`config.mk`:
```
export PLATFORM = sky130hd
export DESIGN_NAME = coa_frame_stat
export DESIGN_NICKNAME = d
export VERILOG_FILES = /design/src/rtl/coa_pkg.sv /design/src/rtl/coa_frame_acc.sv /design/src/rtl/coa_frame_stat.sv
export SDC_FILE = /design/constraint.sdc
export NUM_CORES = 1
export LEC_CHECK = 0
export ABC_AREA = 1
export BUFFER_PORTS_ARGS = -buffer_cell sky130_fd_sc_hd__buf_4
export CAP_MARGIN = 20
export CORE_ASPECT_RATIO = 0.8
export CORE_MARGIN = 5
export CORE_UTILIZATION = 57
export CTS_CLUSTER_SIZE = 12
export DETAILED_ROUTE_END_ITERATION = 7
export MAX_ROUTING_LAYER = met4
export PLACE_DENSITY_LB_ADDON = 0.08
export SLEW_MARGIN = 20
export SYNTH_ARGS = -nofsm -noshare
export SYNTH_HDL_FRONTEND = slang
export SYNTH_SLANG_ARGS = --single-unit
```
`constraint.sdc`:
```
create_clock -name clk -period 2 [get_ports clk]
set_input_delay 0.3 -clock clk [delete_from_list [all_inputs] [get_ports clk]]
set_output_delay 0.3 -clock clk [all_outputs]
set_load 0.005 [all_outputs]
```
`src/rtl/coa_pkg.sv`:
```
// Shared definitions for the COA result consumer: data width, sign classes
// and the per-frame statistics record.
package coa_pkg;

  localparam int COA_DW    = 10;
  localparam int COA_CNT_W = 8;

  localparam logic [1:0] CLS_ACUTE  = 2'd0;
  localparam logic [1:0] CLS_RIGHT  = 2'd1;
  localparam logic [1:0] CLS_OBTUSE = 2'd2;

  // Count fields are sized for the largest supported frame; users slice to CW.
  typedef struct packed {
    logic [COA_CNT_W-1:0]     cnt;
    logic [COA_CNT_W-1:0]     acute;
    logic [COA_CNT_W-1:0]     right;
    logic [COA_CNT_W-1:0]     obtuse;
    logic signed [COA_DW-1:0] max;
    logic signed [COA_DW-1:0] min;
  } coa_stat_t;

  function automatic logic [1:0] classify(input logic signed [COA_DW-1:0] d);
    if (d > 0)       return CLS_ACUTE;
    else if (d == 0) return CLS_RIGHT;
    else             return CLS_OBTUSE;
  endfunction

endpackage

```
`src/rtl/coa_frame_acc.sv`:
```
// Frame accumulator: classifies each sample, tracks counts and extremes,
// and pulses close with the finished record (including any same-cycle sample).
module coa_frame_acc
  import coa_pkg::*;
#(
  parameter int FRAME_LEN = 16,
  parameter int CW        = $clog2(FRAME_LEN + 1)
) (
  input  logic                     clk,
  input  logic                     rst,
  input  logic                     valid_in,
  input  logic signed [COA_DW-1:0] d,
  input  logic                     flush,
  output logic                     close,
  output coa_stat_t                stat
);

  typedef enum logic {EMPTY, ACC} acc_state_t;

  acc_state_t               state_q, state_n;
  logic [CW-1:0]            cnt_q, cnt_n;
  logic [CW-1:0]            acute_q, acute_n;
  logic [CW-1:0]            right_q, right_n;
  logic [CW-1:0]            obtuse_q, obtuse_n;
  logic signed [COA_DW-1:0] max_q, max_n;
  logic signed [COA_DW-1:0] min_q, min_n;
  logic [1:0]               cls;

  always_comb begin
    cls      = classify(d);
    cnt_n    = cnt_q;
    acute_n  = acute_q;
    right_n  = right_q;
    obtuse_n = obtuse_q;
    max_n    = max_q;
    min_n    = min_q;
    state_n  = state_q;
    if (valid_in) begin
      cnt_n = cnt_q + CW'(1);
      case (cls)
        CLS_ACUTE: acute_n  = acute_q + CW'(1);
        CLS_RIGHT: right_n  = right_q + CW'(1);
        default:   obtuse_n = obtuse_q + CW'(1);
      endcase
      // The first sample of a frame seeds both extremes.
      if (state_q == EMPTY || d > max_q) max_n = d;
      if (state_q == EMPTY || d < min_q) min_n = d;
    end
    close = (valid_in && cnt_n == CW'(FRAME_LEN)) || (flush && cnt_n != '0);
    if (close)         state_n = EMPTY;
    else if (valid_in) state_n = ACC;
    stat.cnt    = COA_CNT_W'(cnt_n);
    stat.acute  = COA_CNT_W'(acute_n);
    stat.right  = COA_CNT_W'(right_n);
    stat.obtuse = COA_CNT_W'(obtuse_n);
    stat.max    = max_n;
    stat.min    = min_n;
  end

  always_ff @(posedge clk) begin
    if (rst) begin
      state_q  <= EMPTY;
      cnt_q    <= '0;
      acute_q  <= '0;
      right_q  <= '0;
      obtuse_q <= '0;
      max_q    <= '0;
      min_q    <= '0;
    end else begin
      state_q <= state_n;
      if (close) begin
        cnt_q    <= '0;
        acute_q  <= '0;
        right_q  <= '0;
        obtuse_q <= '0;
        max_q    <= '0;
        min_q    <= '0;
      end else begin
        cnt_q    <= cnt_n;
        acute_q  <= acute_n;
        right_q  <= right_n;
        obtuse_q <= obtuse_n;
        max_q    <= max_n;
        min_q    <= min_n;
      end
    end
  end

endmodule

```
`src/rtl/coa_frame_stat.sv`:
```
// Per-frame statistics of the COA result stream, presented one record per
// frame through a single-entry valid/ready slot with a sticky drop flag.
module coa_frame_stat
  import coa_pkg::*;
#(
  parameter int DW        = COA_DW,
  parameter int FRAME_LEN = 16,
  parameter int CW        = $clog2(FRAME_LEN + 1)
) (
  input  logic                 clk,
  input  logic                 rst,
  input  logic                 valid_in,
  input  logic signed [DW-1:0] D,
  input  logic                 flush,
  input  logic                 res_ready,
  output logic                 res_valid,
  output logic [CW-1:0]        res_cnt,
  output logic [CW-1:0]        res_acute,
  output logic [CW-1:0]        res_right,
  output logic [CW-1:0]        res_obtuse,
  output logic signed [DW-1:0] res_max,
  output logic signed [DW-1:0] res_min,
  output logic                 ovf
);

  typedef enum logic {OUT_EMPTY, OUT_FULL} out_state_t;

  out_state_t out_state_q, out_state_n;
  coa_stat_t  stat, slot_q;
  logic       close, drain, load, ovf_q;

  coa_frame_acc #(
    .FRAME_LEN (FRAME_LEN),
    .CW        (CW)
  ) u_acc (
    .clk      (clk),
    .rst      (rst),
    .valid_in (valid_in),
    .d        (D),
    .flush    (flush),
    .close    (close),
    .stat     (stat)
  );

  // A draining slot can take the new record in the same cycle, so no bubble.
  always_comb begin
    drain       = (out_state_q == OUT_FULL) && res_ready;
    load        = close && ((out_state_q == OUT_EMPTY) || drain);
    out_state_n = out_state_q;
    if (load)       out_state_n = OUT_FULL;
    else if (drain) out_state_n = OUT_EMPTY;
  end

  always_ff @(posedge clk) begin
    if (rst) begin
      out_state_q <= OUT_EMPTY;
      slot_q      <= '0;
      ovf_q       <= 1'b0;
    end else begin
      out_state_q <= out_state_n;
      if (load)          slot_q <= stat;
      if (close && !load) ovf_q <= 1'b1;
    end
  end

  assign res_valid  = (out_state_q == OUT_FULL);
  assign res_cnt    = slot_q.cnt[CW-1:0];
  assign res_acute  = slot_q.acute[CW-1:0];
  assign res_right  = slot_q.right[CW-1:0];
  assign res_obtuse = slot_q.obtuse[CW-1:0];
  assign res_max    = slot_q.max;
  assign res_min    = slot_q.min;
  assign ovf        = ovf_q;

endmodule

```
Yosys cells after proc, flatten, opt, wreduce, memory -nomap -nowiden
Index checks and enable logic that the tools add are counted.
{ "totals": {"reg_bits": 83, "in_bits": 15, "output_inout_bits": 42, "word_cells": 57} }
{ "classes": {"n_addsub": 4, "n_lt_le_gt_ge": 3, "eq_ne": 2, "mux": 15, "n_bitwise": 2, "n_reduce_logical": 16} }
{ "ops": {"columns": ["cell", "n"], "rows": [
  ["$mux W10", 4],
  ["$mux W5", 7],
  ["$logic_not A32 Y1", 1],
  ["$add A5 B1 Y5 const B", 4],
  ["$gt A10 B1 Y1 const B", 1],
  ["$gt A10 B10 Y1", 1],
  ["$lt A10 B10 Y1", 1],
  ["$eq A5 B5 Y1 const B", 1],
  ["$logic_and A1 B1 Y1", 5],
  ["$reduce_bool A5 Y1", 1],
  ["$logic_or A1 B1 Y1", 4],
  ["$mux W2", 2],
  ["$reduce_or A2 Y1", 2],
  ["$eq A2 B1 Y1 const B", 1],
  ["$logic_not A2 Y1", 1],
  ["$mux W1", 2],
  ["$not A1 Y1", 2],
  ["$reduce_bool A2 Y1", 1],
  ["$logic_not A1 Y1", 1]
]} }

Depth between registers and ports, before layout
{ "logic_depth": {"ltp_word": 8, "ltp_mapped": 16, "ltp_nobuf": 16} }

Modules after synthesis
Synthesis repeated with hierarchy kept, for this count alone.
{ "hier_totals": {"cells_unflattened": 663, "hier_area_um2": 4744.6} }
{ "modules_own_cells": {"columns": ["mod", "n_inst", "cells_per_inst", "area_per_inst_um2", "seq_area_each_um2"], "rows": [
  ["coa_frame_acc", 1, 392, 2805.2, 820.8],
  ["coa_frame_stat", 1, 271, 1939.4, 840.8]
]} }

Least setup slack after synthesis
No wires, ideal clock.
{ "synth_path": {"path_type": "register to register", "from": "register u_acc.max_q[9]", "to": "register slot_q, in the netlist res_max[0]", "setup_time_ns": 0.056, "t_arrival_ns": 1.748, "required_ns": 1.944, "setup_slack_ns": 0.196, "path_stages_with_launch": 14, "n_path_buf": 1, "period_less_slack_ns": 1.804, "path_cell_list": "dfxtp_1 > inv_1 > ha_1 > nand2_1 > nor2_1 > nand3_1 > nand4_1 > nand3_1 > nand2_1 > clkbuf_1 > nand3_1 > nand3_1 > nand2_1 > inv_1"} }
{ "synth_between": {"elab_chain_cells": 4} }
{ "synth_rtl": {"columns": ["element", "line_no", "text"], "rows": [
  ["start: declaration", "coa_frame_acc.sv:25", "logic signed [COA_DW-1:0] max_q, max_n;"],
  ["start signal: assignment", "coa_frame_acc.sv:83", "max_q <= max_n;"],
  ["$gt A10 B10 Y1", "coa_frame_acc.sv:46", "if (state_q == EMPTY || d > max_q) max_n = d;"],
  ["$logic_or A1 B1 Y1", "coa_frame_acc.sv:46", null],
  ["$mux W10", "coa_frame_acc.sv:46", null],
  ["$mux W10", "coa_frame_acc.sv:38", "if (valid_in) begin"],
  ["end signal: assignment", "coa_frame_stat.sv:61", "if (load) slot_q <= stat;"],
  ["end: declaration", "coa_frame_stat.sv:29", "coa_stat_t stat, slot_q;"]
]} }
Every way passes these cells.
A chain may end at the register's enable or synchronous reset.

Worst setup path after layout
{ "layout_path": {"from": "register u_acc.cnt_q[0]", "to": "register slot_q, in the netlist res_acute[1]"} }
{ "layout_between": {"elab_chain_cells": 6, "word_cells_on_any_way": 8, "cone_classes": "add/sub (1); eq/ne (1); mux (1); reduce/logical (5)"} }
{ "layout_rtl": {"columns": ["element", "line_no", "text"], "rows": [
  ["start: declaration", "coa_frame_acc.sv:21", "logic [CW-1:0] cnt_q, cnt_n;"],
  ["start signal: assignment", "coa_frame_acc.sv:79", "cnt_q <= cnt_n;"],
  ["$add A5 B1 Y5", "coa_frame_acc.sv:39", "cnt_n = cnt_q + CW'(1);"],
  ["$mux W5 (*)", "coa_frame_acc.sv:38", null],
  ["$eq A5 B5 Y1 or $reduce_bool A5 Y1 (tied branches)", "coa_frame_acc.sv:49", "close = (valid_in && cnt_n == CW'(FRAME_LEN)) || (flush && cnt_n != '0);"],
  ["$logic_and A1 B1 Y1", "coa_frame_acc.sv:49", null],
  ["$logic_or A1 B1 Y1 (*)", "coa_frame_acc.sv:49", null],
  ["$logic_and A1 B1 Y1 (*)", "coa_frame_stat.sv:48", "load = close && ((out_state_q == OUT_EMPTY) || drain);"]
]} }
Mark *: on every way between the ends. The rest lies on a longest branch, timed or not.

==> results.py <==
metrics = {
    "logic_synthesis": {
        "synth-seq-cells": 83,
        "syn_area_sq_mm": 0.00397,
        "ys_types": 30,
        "ys_seq_area_frac": 0.419,
        "yosys_warnings": 0,
        "synth-async-reset-ratio": 0,
        "avgSynthCellArea_sq_um": 7.42,
        "synth_edf_count": 0,
        "synth_nets": 573,
        "ys.flop_type": "dfxtp_1",
        "postSynthCellCount": 535,
    },
    "clock_tree": {
        "clock_sinks": 83,
        "htreeDepth": 3,
        "worstSkewPairLatency_ns": 0.36,
        "clk_path_buf_depth": 2,
        "cts_tree": "done",
        "cts_inserted_buffers": 9,
        "path_clk_slew_ns": 0.09,
        "root_buffer": "clkbuf_8",
        "hold_buffers": 0,
    },
    "min_path": {
        "worstHoldPathCells": 3,
        "min_to": "u_acc.max_q[8]",
        "hold_path_class": "primary input to flop",
        "holdCritStartpoint": "D[8]",
    },
    "die": {
        "die_w_microns": 103,
        "ios": 57,
        "die_h_microns": 84.6,
        "core_sq_mm": 0.00682,
        "row_count": 27,
        "dieArea_sq_mm": 0.00874,
        "initial_utilization": 0.582,
    },
    "detailed_routing": {
        "routed_via_density": 5.26,
        "dr.pass1.iters": 5,
        "drtIter0Drc": 159,
        "totalWireLength_microns": 10400,
        "drc": 0,
        "drtAntennaViolNets": 0,
        "vias": 3666,
        "avgRoutedWirePerCell_microns": 15.0,
    },
    "sta": {
        "finalMaxSlewViolations": 0,
        "skew_ns": 0.00984,
        "whs_ns": 0.286,
        "fin_setup_tns_ns": 0,
        "rsz0062_at_grt": "true",
        "worstMarginPinSlew_ns": 0.479,
        "finalSetupViolCount": 0,
        "final_hold_viol_count": 0,
        "period_share": 0.965,
        "timing.fmax_mhz": 518,
        "min_period_ns": 1.93,
        "timing.final.ws_setup_ns": 0.0704,
        "maxSlewHeadroom": 0.678,
    },
    "finish": {
        "final_common_cell": "inv_1",
        "syn2layout_area_growth_pct": 25.9,
        "drive_gt1_frac": 0.220,
        "finalNetCount": 643,
        "insertedDiodeCount": 0,
        "layout_common_cells": "inv_1, nand2_1, dfxtp_1, buf_4, a21oi_1",
    },
    "setup_path": {
        "timing.rr.end": "res_acute[1]",
        "rr_startpoint": "u_acc.cnt_q[0]",
        "required_ns": 2.30,
        "critPathCaptureType": "flop",
        "cp-start-kind": "flop",
        "r2r_setup_slack_ns": 0.07,
        "critPathMaxFanout": 8,
        "crit_type": "flop to flop",
        "arrival_ns": 2.23,
        "rr_worst_depth": 11,
    },
    "power": {
        "irDropWorstVdd_mv": 0.551,
        "powerDensity_mw_per_mm2": 853,
        "p_leak_uw": 0.00230,
    },
    "grt": {
        "grt_overflow": 0,
        "grt_first_pass_wirelength_microns": 15900,
        "antenna_found_initial": 0,
        "grt_pass1_vias": 3484,
        "grt_start_max_net_pins": 45,
        "grt_util_all_layers": 0.234,
    },
    "placement": {
        "dp_hpwl_microns": 6320,
        "pre_cts_ws_ns": -0.169,
        "place.gp.congestion": 0.829,
        "io_buffer_count": 56,
    },
    "run_status": {
        "outcome": "finished clean",
    },
    "run": {
        "drv_cap": 0,
    },
}
## report_power, final
group          internal (uW)  switching (uW)  total (uW)
registers               1790            73.7        1860
clock network            745             640        1390
logic                    466             551        1020
## synth_stat cells (4+ instances only)
| cell type | instances | area share |
|---|---|---|
| buf_6 | 7 | 0.020 |
| a21oi_1 | 62 | 0.078 |
| nand3_1 | 52 | 0.066 |
| nand4_1 | 7 | 0.011 |
| o21ai_0 | 7 | 0.0088 |
| a21oi_2 | 4 | 0.0088 |
| o21ai_1 | 7 | 0.0088 |
| nor2_1 | 39 | 0.037 |
| buf_2 | 4 | 0.0050 |
| xor2_1 | 9 | 0.020 |
| nand2_1 | 100 | 0.095 |
| dfxtp_1 | 83 | 0.42 |
| clkbuf_1 | 7 | 0.0066 |
| xnor2_1 | 4 | 0.0088 |
| ha_1 | 23 | 0.072 |
| inv_1 | 97 | 0.092 |
| or2_1 | 5 | 0.0079 |
## sequential cells by signal, indices dropped and copies added, names as in the netlist, 5 cells and up
signal          cells
res_cnt             5
res_min            10
u_acc.min_q        10
res_acute           5
u_acc.right_q       5
res_obtuse          5
u_acc.max_q        10
u_acc.obtuse_q      5
u_acc.cnt_q         5
res_max            10
res_right           5
u_acc.acute_q       5
## per-stage QoR
| step | utilization | area [sq um] | std cells | power [uW] |
|---|---|---|---|---|
| after floorplan | - | 3970 | 535 | 2410 |
| after global placement | 0.656 | 4470 | 671 | 2690 |
| after detailed placement | 0.656 | 4470 | 671 | 2720 |
| after CTS | 0.690 | 4710 | 687 | 4090 |
| after global routing | 0.732 | 5000 | 697 | 4480 |
| final | 0.732 | 5000 | 697 | 4260 |
## how the worst max path moves through the flow
stage                         from           end  slack (ns)  cells past startpoint
floorplan           u_acc.max_q[9]    res_max[0]        0.20                     13
global placement              D[9]    res_max[1]       0.002                     13
detailed placement            D[9]    res_max[0]       -0.17                     13
CTS                 u_acc.cnt_q[0]    res_min[0]        0.02                     11
global route        u_acc.min_q[5]    res_min[7]       -0.10                     12
finish              u_acc.cnt_q[0]  res_acute[1]        0.07                     11
## cell type report
cell class	instances	area, sq um
clock inverter	5	85.1
inverter	98	380
sequential	83	1670
timing repair buffer	79	698
tap	87	109
multi-input combinational	333	1900
timing repair inverter	1	8.76
fill	546	1830
clock buffer	11	141
## worst max-delay path, cell delays in order, from the launching register on
cell and delay (ns):
dfxtp_4 0.37, ha_4 0.24, o21ai_4 0.13, nand2_1 0.08
nor2_2 0.14, nand3_2 0.07, nand2_2 0.11, nand3_4 0.09
buf_12 0.17, buf_12 0.14, or2_1 0.21, a21oi_2 0.11
## timing repair
item / 4_1_cts / 5_1_grt
buffers inserted: 0 / 6
cloned: 0 / 4
gates resized for setup: 3 / 42
endpoints found under the setup margin: 25 / 60
pin swaps: 0 / 8
## per-layer routing
layer,wire length (microns),global-route usage
met5,0,-
met4,212,0.0824
met3,679,0.0507
met2,4870,0.366
met1,4670,0.297
## cell families (layout without fill, tap and decap cells)
kind of cell | count (synthesis) | in the layout | synth area share
AND/OR/NAND/NOR | 212 | 212 | 0.233
buffers and inverters | 119 | 194 | 0.133
AO/OA/AOI/OAI | 85 | 85 | 0.114
flip-flops | 83 | 83 | 0.419
adder cells (fa/ha/maj) | 23 | 23 | 0.0725
XOR/XNOR | 13 | 13 | 0.0287
Note: power is estimated with default switching activity, not from simulation.
